[config.mk]
export PLATFORM = sky130hd
export DESIGN_NAME = edge_event_detector
export DESIGN_NICKNAME = d
export VERILOG_FILES = /design/src/rtl/edge_event_detector.sv
export SDC_FILE = /design/constraint.sdc
export NUM_CORES = 1
export LEC_CHECK = 0
export ABC_AREA = 1
export ABC_CLOCK_PERIOD_IN_PS = 7600
export CAP_MARGIN = 20
export CORE_ASPECT_RATIO = 1.2
export CORE_UTILIZATION = 50
export CTS_CLUSTER_DIAMETER = 50
export DETAILED_ROUTE_END_ITERATION = 8
export PLACE_DENSITY = 0.89
export SLEW_MARGIN = 0
export SYNTH_ARGS = -nofsm -noshare
export SYNTH_HDL_FRONTEND = slang
export SYNTH_SLANG_ARGS = --single-unit
[constraint.sdc]
create_clock -name clk -period 7.6 [get_ports clk]
set_clock_uncertainty 0.15 [all_clocks]
set_input_delay 1.52 -clock clk [delete_from_list [all_inputs] [get_ports clk]]
set_output_delay 1.52 -clock clk [all_outputs]
set_load 0.01 [all_outputs]
[src/rtl/edge_event_detector.sv]
// Multi-channel edge detector: synchronise, glitch-filter and report rise/fall pulses,
// with mode-selected events feeding per-channel sticky flags and a shared saturating counter.
module edge_event_detector #(
  parameter int unsigned CH          = 8,
  parameter int unsigned SYNC_STAGES = 2,
  parameter int unsigned FILT_CYC    = 4,
  parameter int unsigned CNT_W       = 8
) (
  input  logic             clk,
  input  logic             rst,
  input  logic [CH-1:0]    sig,
  input  logic [1:0]       mode,
  input  logic [CH-1:0]    clr,
  input  logic             cnt_clr,
  output logic [CH-1:0]    level,
  output logic [CH-1:0]    pe,
  output logic [CH-1:0]    ne,
  output logic [CH-1:0]    ev,
  output logic             ev_any,
  output logic [CH-1:0]    sticky,
  output logic [CNT_W-1:0] ev_cnt
);

  localparam int unsigned FC_W  = $clog2(FILT_CYC + 1);
  localparam int unsigned PC_W  = $clog2(CH + 1);
  localparam int unsigned SUM_W = CNT_W + PC_W;
  localparam logic [FC_W-1:0]  FC_LAST = FC_W'(FILT_CYC - 1);
  localparam logic [SUM_W-1:0] CNT_MAX = SUM_W'({CNT_W{1'b1}});

  logic [CH-1:0]    sync_q [SYNC_STAGES];
  logic [CH-1:0]    s;
  logic [FC_W-1:0]  fc [CH];
  logic [PC_W-1:0]  ev_pop;
  logic [SUM_W-1:0] cnt_sum;
  logic [CNT_W-1:0] cnt_nxt;

  // Plain flop chain; no logic between stages.
  always_ff @(posedge clk) begin
    if (rst) begin
      for (int j = 0; j < int'(SYNC_STAGES); j++) sync_q[j] <= '0;
    end else begin
      sync_q[0] <= sig;
      for (int j = 1; j < int'(SYNC_STAGES); j++) sync_q[j] <= sync_q[j-1];
    end
  end

  assign s = sync_q[SYNC_STAGES-1];

  // A level change is accepted only after FILT_CYC consecutive differing samples.
  always_ff @(posedge clk) begin
    if (rst) begin
      for (int i = 0; i < int'(CH); i++) fc[i] <= '0;
      level <= '0;
      pe    <= '0;
      ne    <= '0;
    end else begin
      pe <= '0;
      ne <= '0;
      for (int i = 0; i < int'(CH); i++) begin
        if (s[i] == level[i]) begin
          fc[i] <= '0;
        end else if (fc[i] == FC_LAST) begin
          level[i] <= s[i];
          fc[i]    <= '0;
          pe[i]    <= s[i];
          ne[i]    <= ~s[i];
        end else begin
          fc[i] <= fc[i] + FC_W'(1);
        end
      end
    end
  end

  assign ev     = (pe & {CH{mode[0]}}) | (ne & {CH{mode[1]}});
  assign ev_any = |ev;

  always_comb begin
    ev_pop = '0;
    for (int i = 0; i < int'(CH); i++) ev_pop = ev_pop + PC_W'(ev[i]);
  end

  // Widened add then clamp; a clear still keeps this cycle's events.
  always_comb begin
    cnt_sum = (cnt_clr ? '0 : SUM_W'(ev_cnt)) + SUM_W'(ev_pop);
    cnt_nxt = (cnt_sum > CNT_MAX) ? {CNT_W{1'b1}} : cnt_sum[CNT_W-1:0];
  end

  always_ff @(posedge clk) begin
    if (rst) begin
      sticky <= '0;
      ev_cnt <= '0;
    end else begin
      sticky <= ev | (sticky & ~clr);
      ev_cnt <= cnt_nxt;
    end
  end

endmodule

### Word-level counts from Yosys, hierarchy flattened

Memory sizes are Yosys's and may differ from the RTL's.
Cells that the tools add are included.

* add/sub/neg operators: 16
* multipliers: 0
* div/mod/pow operators: 0
* order comparisons: 1
* equality and inequality tests: 16
* shift-type cells: 0
* multiplexer cells: 119
* bitwise gates (word level): 56
* reduce and logical (&&, ||, !) cells: 17

Operators with widths (count)
* $mux W1: 91
* $mux W3: 24
* $mux W8: 4
* $or A1 B1 Y1: 26
* $add A3 B1 Y3 const B: 8
* $and A8 B8 Y8: 3
* $eq A3 B2 Y1 const B: 8
* $not A1 Y1: 24
* $reduce_or A3 Y1: 8
* $add A4 B1 Y4: 4
* $or A8 B8 Y8: 2
* $reduce_and A2 Y1: 8
* $add A8 B4 Y9: 1
* $gt A9 B8 Y1 const B: 1
* $eq A1 B1 Y1: 8
* $not A8 Y8: 1
* $reduce_or A8 Y1: 1
* $add A3 B1 Y4: 1
* $add A2 B1 Y3: 1
* $add A1 B1 Y2: 1

* register bits: 40
* bits in latches: 0
* bits in writable memories: 40
* bits in read-only memories: 0
* input port bits: 21
* output and inout bits: 49
* logic and storage cells: 253
* memories: 2

Memory list
* fc: words 8, bits a word 3, rd ports 8, clocked after Yosys merged registers in 0, wr ports 8, RTL line 32 `logic [FC_W-1:0] fc [CH];`
* sync_q: words 2, bits a word 8, rd ports 2, clocked after Yosys merged registers in 0, wr ports 2, RTL line 30 `logic [CH-1:0] sync_q [SYNC_STAGES];`

### Depth between registers and ports, before layout

Gate-level depths: netlist of run 1.

* word-level depth: 12
* gate-level depth with buffers: 15
* depth with buffers taken out: 15

### Least setup slack after synthesis of run 1

No wires, ideal clock.

* kind: input-to-reg
* from: in mode[0]
* to: reg ev_cnt[6]
* arrival time: 4.799 ns
* data required time: 7.333 ns
* slack: 2.535 ns
* stages on the path: 12
* path buffers: 0
* path through: inv_1 > o22ai_1 > inv_1 > fa_1 > fa_1 > fa_1 > fa_1 > fa_1 > o21ai_4 > nand2_1 > nor3_1 > nor2_1

* word-level cells in the longest chain between the ends: 12

Ends and longest elaborated chain
* start, declared: RTL line 12 `input logic [1:0] mode,`
* $and A8 B8 Y8 (*): RTL line 74 `assign ev = (pe & {CH{mode[0]}}) | (ne & {CH{mode[1]}});`
* $or A8 B8 Y8 (*): RTL line 74
* via ev[1]: RTL line 18 `output logic [CH-1:0] ev,`
* $add A1 B1 Y2 (*): RTL line 79 `for (int i = 0; i < int'(CH); i++) ev_pop = ev_pop + PC_W'(ev[i]);`
* $add A2 B1 Y3 (*): RTL line 79
* $add A3 B1 Y4 (*): RTL line 79
* $add A4 B1 Y4 (*) (4 in a row): RTL line 79
* $add A8 B4 Y9 (*): RTL line 84 `cnt_sum = (cnt_clr ? '0 : SUM_W'(ev_cnt)) + SUM_W'(ev_pop);`
* $gt A9 B8 Y1: RTL line 85 `cnt_nxt = (cnt_sum > CNT_MAX) ? {CNT_W{1'b1}} : cnt_sum[CNT_W-1:0];`
* $mux W8 (*): RTL line 85
* end signal, assigned: RTL line 94 `ev_cnt <= cnt_nxt;`
* end, declared: RTL line 21 `output logic [CNT_W-1:0] ev_cnt`

Mark *: on every way through the listed nets, which the timed path passes. The rest lies on a longest branch.
A chain may end at the register's enable or synchronous reset.

### Worst setup path in the final report of run 1

* from: in mode[0]
* to: reg ev_cnt[4]

* word-level cells in the longest chain between the ends: 12

Ends and longest elaborated chain (RTL line)
* $and A8 B8 Y8 (*): 74
* $or A8 B8 Y8 (*): 74
* $add A1 B1 Y2: 79
* $add A2 B1 Y3: 79
* $add A3 B1 Y4: 79
* $add A4 B1 Y4 (3 in a row): 79
* $add A4 B1 Y4 (*): 79
* $add A8 B4 Y9 (*): 84
* $gt A9 B8 Y1: 85
* $mux W8 (*): 85

Mark *: on every way between the ends. The rest lies on a longest branch, timed or not.

==> key figures, run 1 <==
Clocking
  • Post_cts resized: 0
  • Clock sinks: 80
  • CTS Hold Bufs: 0
  • Postcts setup bufs: 0
  • Number of H-tree levels: 3
  • Clock Pin Slew Worst Setup and Hold Paths: 0.08 ns
  • Worst skew pair latency: 0.34 ns
  • Clock Path Buffers: 2
  • CTS Root Cell: clkbuf_8
  • TritonCTS clock tree: yes
  • CTS buffer count: 9

Global routing
  • Largest net degree at the start of global routing: 47
  • Grt met3 use: 3.301%
  • GRT Total Usage: 18.96%
  • Top Usage Layer GRT: met2
  • Initial antenna violation count: 0
  • Grt met1 use: 20.98%
  • First-pass GRT wire length: 10,670 um
  • Vias in the first global route: 2,524
  • GR Util met2: 34.06%
  • Global route overflow: 0

Final layout
  • Area growth, synth to finish: 30.10%
  • Fin cells: 579
  • Filler cells: 538
  • Layout Utilization: 67.16%
  • Ant diodes: 0
  • Share of post-route cells with drive strength above 1: 5.894%
  • Final net count: 536

Setup path
  • CP arrival: 5.41 ns
  • RR Endpoint: ev_cnt[4]
  • Reg2reg path depth: 11
  • Reg2reg start: pe[3]
  • Crit. End Element: register
  • Req. time, crit path: 7.64 ns
  • R2R Setup Slk: 3.65 ns
  • Largest fanout on the critical path: 8
  • Worst setup path class: in -> reg
  • CP Launch Type: input pin

Route
  • WL/cell: 11.38 um
  • Vias/cell: 4.630
  • # DRC: 0
  • Vias: 2,681
  • Drt pass-1 iters: 4
  • Final WL: 6590 um
  • Drt initial violations: 80
  • Antenna viol nets, final: 0

Pwr
  • Peak VDD IR: 152.0 uV
  • Pwr Total: 799.8 uW
  • Pwr/cell area: 174.8 nW/um2
  • LEAKAGE: 0.001988 uW

Placed design
  • Gp weighted congestion: 0.8169
  • Placed instance count: 563
  • Post-DP HPWL: 4929 um
  • Buffers on Ports: 69

Die
  • Num ports: 70
  • CORE AREA: 6813 um2
  • Die ar.: 7375 um2
  • Die X: 78.56 um
  • Initial Util: 51.63%
  • Row count: 33
  • Die H: 93.88 um

Timing
  • Fin crit share: 70.64%
  • Max frequency: 186.3 MHz
  • RSZ-0062 raised after global routing: false
  • # setup viols final: 0
  • TNS Setup: 0 ns
  • Actual slew at the worst max-slew pin: 0.8677 ns
  • Final Hold Slack: 0.2509 ns
  • Pins Over Slew Limit: 0
  • Final Hold Viols: 0
  • Worst rel slew slack: 42.15%
  • Fin crit period: 5.368 ns

Status
  • Status: complete, no violations

Hold path
  • Min-delay src: sync_q[0][5]
  • WHS Path Cells: 2
  • Hold EP: sync_q[0][13]
  • Worst hold path class: reg -> reg

Synth
  • Synth Area per Inst: 9.018 um2
  • Synth Flop Type: dfxtp_1
  • Yosys top cell by area: dfxtp_1
  • Synth Register Bits: 80
  • Asr flop ratio synth: 0%
  • Top cells by area, synth: dfxtp_1 32%, edfxtp_1 20%, inv_1 11%
  • Share of the synthesized area in the top cell type: 31.87%
  • Post-synth EDFFs: 24
  • Post-synth cell types: 30
  • Sequential share of the synthesized area: 52.37%
  • Post-synthesis instance total: 390
  • Synth Warn #: 0
  • Synthesized cell area: 3517 um2

Flow run
  • Max-capacitance violation count: 0
-- synth_stat cells, types with 3 or more instances --
master,number
xnor2_1,8
nand3_1,14
xor2_1,3
fa_1,5
edfxtp_1,24
nor4_1,7
ha_1,23
o22ai_1,8
a21oi_1,16
dfxtp_1,56
nand2_1,27
nor2_1,69
inv_1,100
o31ai_1,7
nand2_2,3
buf_2,3
-- logic make-up after synthesis --
kind of cell | after synthesis | synth area share (%)
flops | 80 | 52.37
xor+xnor | 11 | 2.739
simple gates | 127 | 15.90
compound gates | 34 | 6.048
other cells | 1 | 0.1066
fa+ha+maj | 28 | 11.03
buf+inv | 109 | 11.81
-- where the power goes --
| part | switching, uW | internal (uW) |
|---|---|---|
| clock network | 144 | 165 |
| logic | 21.4 | 17.0 |
| registers | 4.30 | 449 |
| total | 170 | 630 |
-- worst max-delay path, stage by stage --
cell	delay (ns)
clkdlybuf4s50_1	0.46
inv_1	0.12
o22ai_1	0.28
inv_1	0.12
fa_1	0.51
fa_1	0.54
fa_1	0.43
fa_1	0.42
fa_1	0.46
o21ai_4	0.24
xor2_1	0.22
a21oi_1	0.09
-- sequential cells by signal, summed over array words and instances (netlist names) --
register,cells
fc,24
sync_q,16
ev_cnt,8
level,8
ne,8
pe,8
sticky,8
-- final cells by class --
| cell class | count | area [um2] | area share, % |
|---|---|---|---|
| clock inverter | 2 | 10.01 | 0.2188 |
| inverter | 103 | 389.1 | 8.504 |
| clock buffer | 14 | 193.9 | 4.238 |
| timing repair buffer | 69 | 685.7 | 14.98 |
| sequential | 80 | 1842 | 40.25 |
| tap | 87 | 108.9 | 2.379 |
| multi-input combinational | 224 | 1346 | 29.42 |
-- layer usage --
metal | vias to the layer above | routed length (um) | share of wire, %
met3 | 11 | 318 | 4.8
met4 | 0 | 152 | 2.3
met1 | 1227 | 2761 | 42
met5 | - | 0 | 0
li1 | 1376 | - | -
met2 | 67 | 3358 | 51
-- worst max path at each step --
stage,start,endpoint
3_3_place_gp,mode[0],ev_cnt[7]
3_5_place_dp,mode[0],ev_cnt[7]
4_1_cts,mode[0],ev_cnt[7]
5_1_grt,mode[0],ev_cnt[7]
6_report,mode[0],ev_cnt[4]
2_1_floorplan,mode[0],ev_cnt[6]
-- through the flow --
step / worst slack, ns / instance area (um2)
finish: 2.232 / 4576
global route: 2.134 / 4576
CTS: 2.279 / 4576
detailed placement: 1.934 / 4372
global placement: 2.053 / 4372
floorplan: 2.535 / 3603
-- placed cells by master (no fill, tap or decap), types with 5 or more instances in the layout --
cell             instances
nand2_1                 27
a21oi_1                 16
ha_1                    23
clkdlybuf4s50_1         68
o31ai_1                  7
nand3_1                 14
dfxtp_1                 56
conb_1                  24
o22ai_1                  8
xnor2_1                  8
inv_1                  100
fa_1                     5
clkbuf_8                12
edfxtp_1                24
nor4_1                   7
nor2_1                  69
Power figures use the tool's default switching activity.
==> inputs of run 2 (changes only) <==
Settings changed: ABC_CLOCK_PERIOD_IN_PS 7600 to 5400.
Clock period 7.6 ns to 5.4 ns, I/O delays scaled along.
==> key figures, run 2 (synthesis gave the netlist of run 1 again) <==
Setup path
  • Worst setup path class: in -> reg (unchanged)
  • Crit. End Element: register (unchanged)
  • Slowest stage cell, crit path: fa_1 (unchanged)
  • Req. time, crit path: 5.48 ns (was 7.64 ns)
  • CP Launch Type: input pin (unchanged)
  • CP arrival: 5.00 ns (was 5.41 ns)
  • CP Cell Sequence: clkdlybuf4s50_1 -> inv_1 -> o22ai_1 -> inv_1 -> fa_1 -> fa_1 -> fa_1 -> fa_1 -> fa_1 -> o21ai_4 -> nand2_1 -> nor3_1 -> nor2_1 (was clkdlybuf4s50_1 -> inv_1 -> o22ai_1 -> inv_1 -> fa_1 -> fa_1 -> fa_1 -> fa_1 -> fa_1 -> o21ai_4 -> xor2_1 -> a21oi_1)
  • Largest fanout on the critical path: 8 (unchanged)
  • Critical path's largest stage delay: 0.54 ns (about the same)
  • Crit path top cell by count: fa_1 (unchanged)

Timing
  • Fin crit share: 91.09%
  • Final Hold Viols: 0 (unchanged)
  • Worst rel slew slack: 40.68% (was 42.15%)
  • TNS Setup: 0 ns (unchanged)
  • Fin crit period: 4.919 ns
  • Actual slew at the worst max-slew pin: 0.8898 ns (was 0.8677 ns)
  • # setup viols final: 0 (unchanged)
  • RSZ-0062 raised after global routing: false (unchanged)
  • Max frequency: 203.3 MHz
  • Pins Over Slew Limit: 0 (unchanged)

Route
  • Final WL: 6576 um (was 6590 um)
  • # DRC: 0 (unchanged)
  • Antenna viol nets, final: 0 (unchanged)
  • Drt pass-1 iters: 4 (unchanged)
  • WL/cell: 11.36 um (was 11.38 um)
  • Vias: 2,678 (was 2,681)
  • Drt initial violations: 81 (was 80)
  • Vias/cell: 4.625 (was 4.630)

Die
  • Row count: 33 (unchanged)
  • Die H: 93.88 um (unchanged)
  • Initial Util: 51.63% (unchanged)
  • Die X: 78.56 um (unchanged)
  • Num ports: 70 (unchanged)
  • CORE AREA: 6813 um2 (unchanged)
  • Die ar.: 7375 um2 (unchanged)

Final layout
  • Most flops, register: fc (unchanged)
  • Most common cell after layout, fill and taps aside: inv_1 (unchanged)
  • Most frequent cells in the layout: 100 x inv_1, 69 x nor2_1, 68 x clkdlybuf4s50_1 (unchanged)
  • Top flop regs: fc: 24 flops, sync_q: 16 flops (unchanged)
  • Filler cells: 523 (was 538)
  • Layout Utilization: 67.51% (was 67.16%)
  • Fin cells: 579 (unchanged)
  • Final net count: 536 (unchanged)
  • Area growth, synth to finish: 30.77% (was 30.10%)
  • Ant diodes: 0 (unchanged)
  • Max FFs per register: 24 (unchanged)
  • Share of post-route cells with drive strength above 1: 5.691% (was 5.894%)

Clocking
  • Number of H-tree levels: 3 (unchanged)
  • Worst skew pair latency: 0.34 ns (about the same)
  • Postcts setup bufs: 0 (unchanged)
  • Clock sinks: 80 (unchanged)
  • TritonCTS clock tree: yes (unchanged)
  • Post_cts resized: 0 (unchanged)
  • Clock Path Buffers: 2 (unchanged)
  • CTS buffer count: 9 (unchanged)
  • Clock Pin Slew Worst Setup and Hold Paths: 0.08 ns (about the same)
  • CTS Root Cell: clkbuf_8 (unchanged)
  • CTS Hold Bufs: 0 (unchanged)

Placed design
  • Gp weighted congestion: 0.8169 (unchanged)
  • Post-DP HPWL: 4979 um (was 4929 um)
  • Placed instance count: 563 (unchanged)
  • Buffers on Ports: 69 (unchanged)

Pwr
  • Peak VDD IR: 219.3 uV (was 152.0 uV)
  • Pwr Total: 1172 uW (was 799.8 uW)
  • Pwr/cell area: 254.9 nW/um2 (was 174.8 nW/um2)
  • LEAKAGE: 0.001995 uW (was 0.001988 uW)

Flow run
  • Max-capacitance violation count: 0 (unchanged)

Global routing
  • First-pass GRT wire length: 10,690 um (was 10,670 um)
  • Global route overflow: 0 (unchanged)
  • GRT Total Usage: 18.99% (was 18.96%)
  • Initial antenna violation count: 0 (unchanged)
  • Largest net degree at the start of global routing: 47 (unchanged)
  • Vias in the first global route: 2,559 (was 2,524)

Status
  • Status: complete, no violations (unchanged)

Hold path
  • Worst hold path class: reg -> reg (unchanged)
run 2: changes by cell type in the layout (fill, tap and decap cells not counted):
cell / before / now
bufinv_16: 0 / 1
clkinv_2: 2 / 0
clkbuf_1: 1 / 2
run 2: stage by stage:
stage | hold WS [ns] | area (um2) | worst slack (ns)
5_1_grt | 0.2580 | 4599 | 0.3629
3_3_place_gp | 0.2429 | 4372 | 0.2933
2_1_floorplan | 0.2383 | 3603 | 0.7746
4_1_cts | 0.2527 | 4599 | 0.4767
6_report | 0.2509 | 4599 | 0.4809
3_5_place_dp | 0.2423 | 4372 | 0.1764
run 2: layout make-up:
cell class | instances | area (um2) | area share (%)
clock buffer | 15 | 197.7 | 4.298
timing repair buffer | 69 | 685.7 | 14.91
clock inverter | 1 | 30.03 | 0.6529
inverter | 103 | 389.1 | 8.460
multi-input combinational | 224 | 1346 | 29.27
tap | 87 | 108.9 | 2.367
sequential | 80 | 1842 | 40.04
run 2: layer usage:
layer / vias to the layer above / share of wire [%] / global-route usage (%)
met5: - / 0 / 0
met3: 9 / 4.9 / 4.175
met2: 71 / 51 / 34.71
li1: 1370 / - / -
met4: 0 / 2.0 / 8.796
met1: 1228 / 42 / 20.65
run 2: report_power, final:
part | switching, uW | total, uW | leakage, uW | internal (uW)
logic | 30.2 | 54.1 | 0.00118 | 23.8
clock network | 200 | 481 | 0.000115 | 281
registers | 6.10 | 638 | 0.000702 | 631
run 2: critical path, delay by kind of cell:
kind / cells / cell delay (ns)
adder cells (fa/ha/maj): 5 / 2.37
buffers and inverters: 3 / 0.70
AO/OA/AOI/OAI: 2 / 0.52
AND/OR/NAND/NOR: 3 / 0.34
run 2: worst paths after layout:
check                             startpoint            end  slack (ns)  cells after the start
worst min register to register  sync_q[0][3]  sync_q[0][11]        0.25                      2
worst min-delay path            sync_q[0][3]  sync_q[0][11]        0.25                      2
worst max-delay path                 mode[0]      ev_cnt[6]        0.48                     13
worst max register to register         pe[3]      ev_cnt[6]        1.48                     12
==> inputs of run 3 (changes only) <==
Settings changed: CORE_UTILIZATION 50 to 51, PLACE_DENSITY 0.89 to 0.9.
==> key figures, run 3 (synthesis gave the netlist of run 1 again) <==
Status
  • Status: complete, no violations (unchanged)

Placed design
  • Buffers on Ports: 69 (unchanged)
  • Post-DP HPWL: 5197 um (was 4979 um)
  • Gp weighted congestion: 0.8145 (was 0.8169)
  • Pre-CTS setup slack: 0.1886 ns (was 0.1764 ns)
  • Placed instance count: 562 (was 563)
  • Placed cell areas: 4382 um2 (was 4372 um2)

Die
  • Initial Util: 53.89% (was 51.63%)
  • Row count: 32 (was 33)
  • Die X: 77.81 um (was 78.56 um)
  • CORE AREA: 6526 um2 (was 6813 um2)
  • Die ar.: 7234 um2 (was 7375 um2)
  • Num ports: 70 (unchanged)
  • Die H: 92.97 um (was 93.88 um)

Pwr
  • P_sw: 251.3 uW (was 236.6 uW)
  • Switching part of the total power: 20.76% (was 20.18%)
  • Pwr/cell area: 262.2 nW/um2 (was 254.9 nW/um2)
  • Sequential fraction of design power: 52.7% (was 54.4%)
  • Internal power: 959.1 uW (was 935.8 uW)
  • Comb power frac: 4.5% (was 4.6%)
  • Pwr Total: 1210 uW (was 1172 uW)
  • LEAKAGE: 0.001999 uW (was 0.001995 uW)
  • Peak VDD IR: 169.9 uV (was 219.3 uV)
  • Clock power frac: 42.8% (was 41.0%)

Setup path
  • Worst setup path class: in -> reg (unchanged)
  • CP Launch Type: input pin (unchanged)
  • CP arrival: 4.99 ns (was 5.00 ns)
  • CP Cell Sequence: clkdlybuf4s50_1 -> inv_1 -> o22ai_1 -> inv_1 -> fa_1 -> fa_1 -> fa_1 -> fa_1 -> fa_1 -> o21ai_4 -> nand3_4 -> nand2_1 -> nor2_1 -> nor2_1 (was clkdlybuf4s50_1 -> inv_1 -> o22ai_1 -> inv_1 -> fa_1 -> fa_1 -> fa_1 -> fa_1 -> fa_1 -> o21ai_4 -> nand2_1 -> nor3_1 -> nor2_1)
  • Slowest stage cell, crit path: fa_1 (unchanged)
  • Largest fanout on the critical path: 8 (unchanged)
  • Critical path's largest stage delay: 0.55 ns (was 0.54 ns)
  • Crit. End Element: register (unchanged)
  • Req. time, crit path: 5.54 ns (was 5.48 ns)
  • Crit path top cell by count: fa_1 (unchanged)

Final layout
  • Most frequent cells in the layout: 100 x inv_1, 69 x nor2_1, 69 x clkdlybuf4s50_1 (was 100 x inv_1, 69 x nor2_1, 68 x clkdlybuf4s50_1)
  • Multi-input gate area: 1346 um2 (unchanged)
  • Final net count: 537 (was 536)
  • Share of post-route cells with drive strength above 1: 5.680% (was 5.691%)
  • Area growth, synth to finish: 31.23% (was 30.77%)
  • Top flop regs: fc: 24 flops, sync_q: 16 flops (unchanged)
  • Design Area, Final: 4616 um2 (was 4599 um2)
  • Most common cell after layout, fill and taps aside: inv_1 (unchanged)
  • Ant diodes: 0 (unchanged)
  • Register area: 1842 um2 (unchanged)
  • Filler cells: 484 (was 523)
  • Fin cells: 578 (was 579)
  • Max FFs per register: 24 (unchanged)
  • Most flops, register: fc (unchanged)

Timing
  • TNS Setup: 0 ns (unchanged)
  • Fin crit share: 89.93% (was 91.09%)
  • Max frequency: 205.9 MHz (was 203.3 MHz)
  • # setup viols final: 0 (unchanged)
  • Fin crit period: 4.856 ns (was 4.919 ns)
  • RSZ-0062 raised after global routing: false (unchanged)
  • Final WS setup: 0.5440 ns (was 0.4809 ns)
  • Final Hold Viols: 0 (unchanged)
  • Pins Over Slew Limit: 0 (unchanged)

Route
  • Antenna viol nets, final: 0 (unchanged)
  • # DRC: 0 (unchanged)
  • Final WL: 7172 um (was 6576 um)
  • Drt pass-1 iters: 4 (unchanged)
  • Vias: 2,744 (was 2,678)
  • Vias/cell: 4.747 (was 4.625)
  • WL/cell: 12.41 um (was 11.36 um)
  • Drt initial violations: 100 (was 81)

Global routing
  • Global route overflow: 0 (unchanged)
  • First-pass GRT wire length: 11,920 um (was 10,690 um)
  • Vias in the first global route: 2,753 (was 2,559)
  • Largest net degree at the start of global routing: 47 (unchanged)
  • GRT Total Usage: 21.65% (was 18.99%)
  • Initial antenna violation count: 0 (unchanged)

Hold path
  • Worst hold path class: reg -> reg (unchanged)

Clocking
  • CTS buffer count: 9 (unchanged)
  • Post_cts resized: 0 (unchanged)
  • Postcts setup bufs: 0 (unchanged)
  • Worst skew pair latency: 0.35 ns (was 0.34 ns)
  • Clock Path Buffers: 2 (unchanged)
  • CTS Hold Bufs: 0 (unchanged)
  • CTS Root Cell: clkbuf_8 (unchanged)
  • TritonCTS clock tree: yes (unchanged)
  • Clock sinks: 80 (unchanged)
  • Clock Pin Slew Worst Setup and Hold Paths: 0.08 ns (about the same)
  • Number of H-tree levels: 3 (unchanged)

Flow run
  • Max-capacitance violation count: 0 (unchanged)
run 3: worst max-delay path: cells and delay by family:
kind | cells | cell delay (ns)
fa+ha+maj | 5 | 2.36
buf+inv | 3 | 0.71
compound gates | 2 | 0.48
simple gates | 4 | 0.37
run 3: metal layers:
layer | vias up | part of all wire (%) | global-route usage (%)
met5 | - | 0 | 0
met4 | 0 | 3.3 | 11.79
met3 | 25 | 5.6 | 5.463
met1 | 1244 | 39 | 22.50
met2 | 104 | 52 | 39.60
li1 | 1371 | - | -
run 3: worst paths after layout:
check / slack, ns / depth (start not counted) / endpoint / start
worst max-delay path: 0.54 / 14 / ev_cnt[7] / mode[0]
worst min-delay path: 0.26 / 2 / sync_q[0][13] / sync_q[0][5]
worst max register to register: 1.52 / 13 / ev_cnt[7] / pe[3]
worst min register to register: 0.26 / 2 / sync_q[0][13] / sync_q[0][5]
run 3: final cells by class:
type,instances,share of cell area (%)
Tap cell,85,2.304
Timing Repair Buffer,70,15.13
Multi-Input combinational cell,224,29.17
Inverter,103,8.430
Sequential cell,80,39.90
Clock buffer,9,2.684
Clock inverter,7,2.385
run 3: power groups by stage:
stage	combinational (uW)	clock [uW]	sequential [uW]
after floorplan	32.2	0	650
after detailed placement	54.1	0	652
after CTS	54.7	522	638
after global placement	52.2	0	651
final	54.9	518	638
after global routing	63.2	544	639
run 3: metrics by stage:
step | util [%] | hold WS (ns)
floorplan | - | 0.2383
global placement | 67.14 | 0.2430
detailed placement | 67.14 | 0.2445
CTS | 70.72 | 0.2552
global route | 70.72 | 0.2728
finish | 70.72 | 0.2576
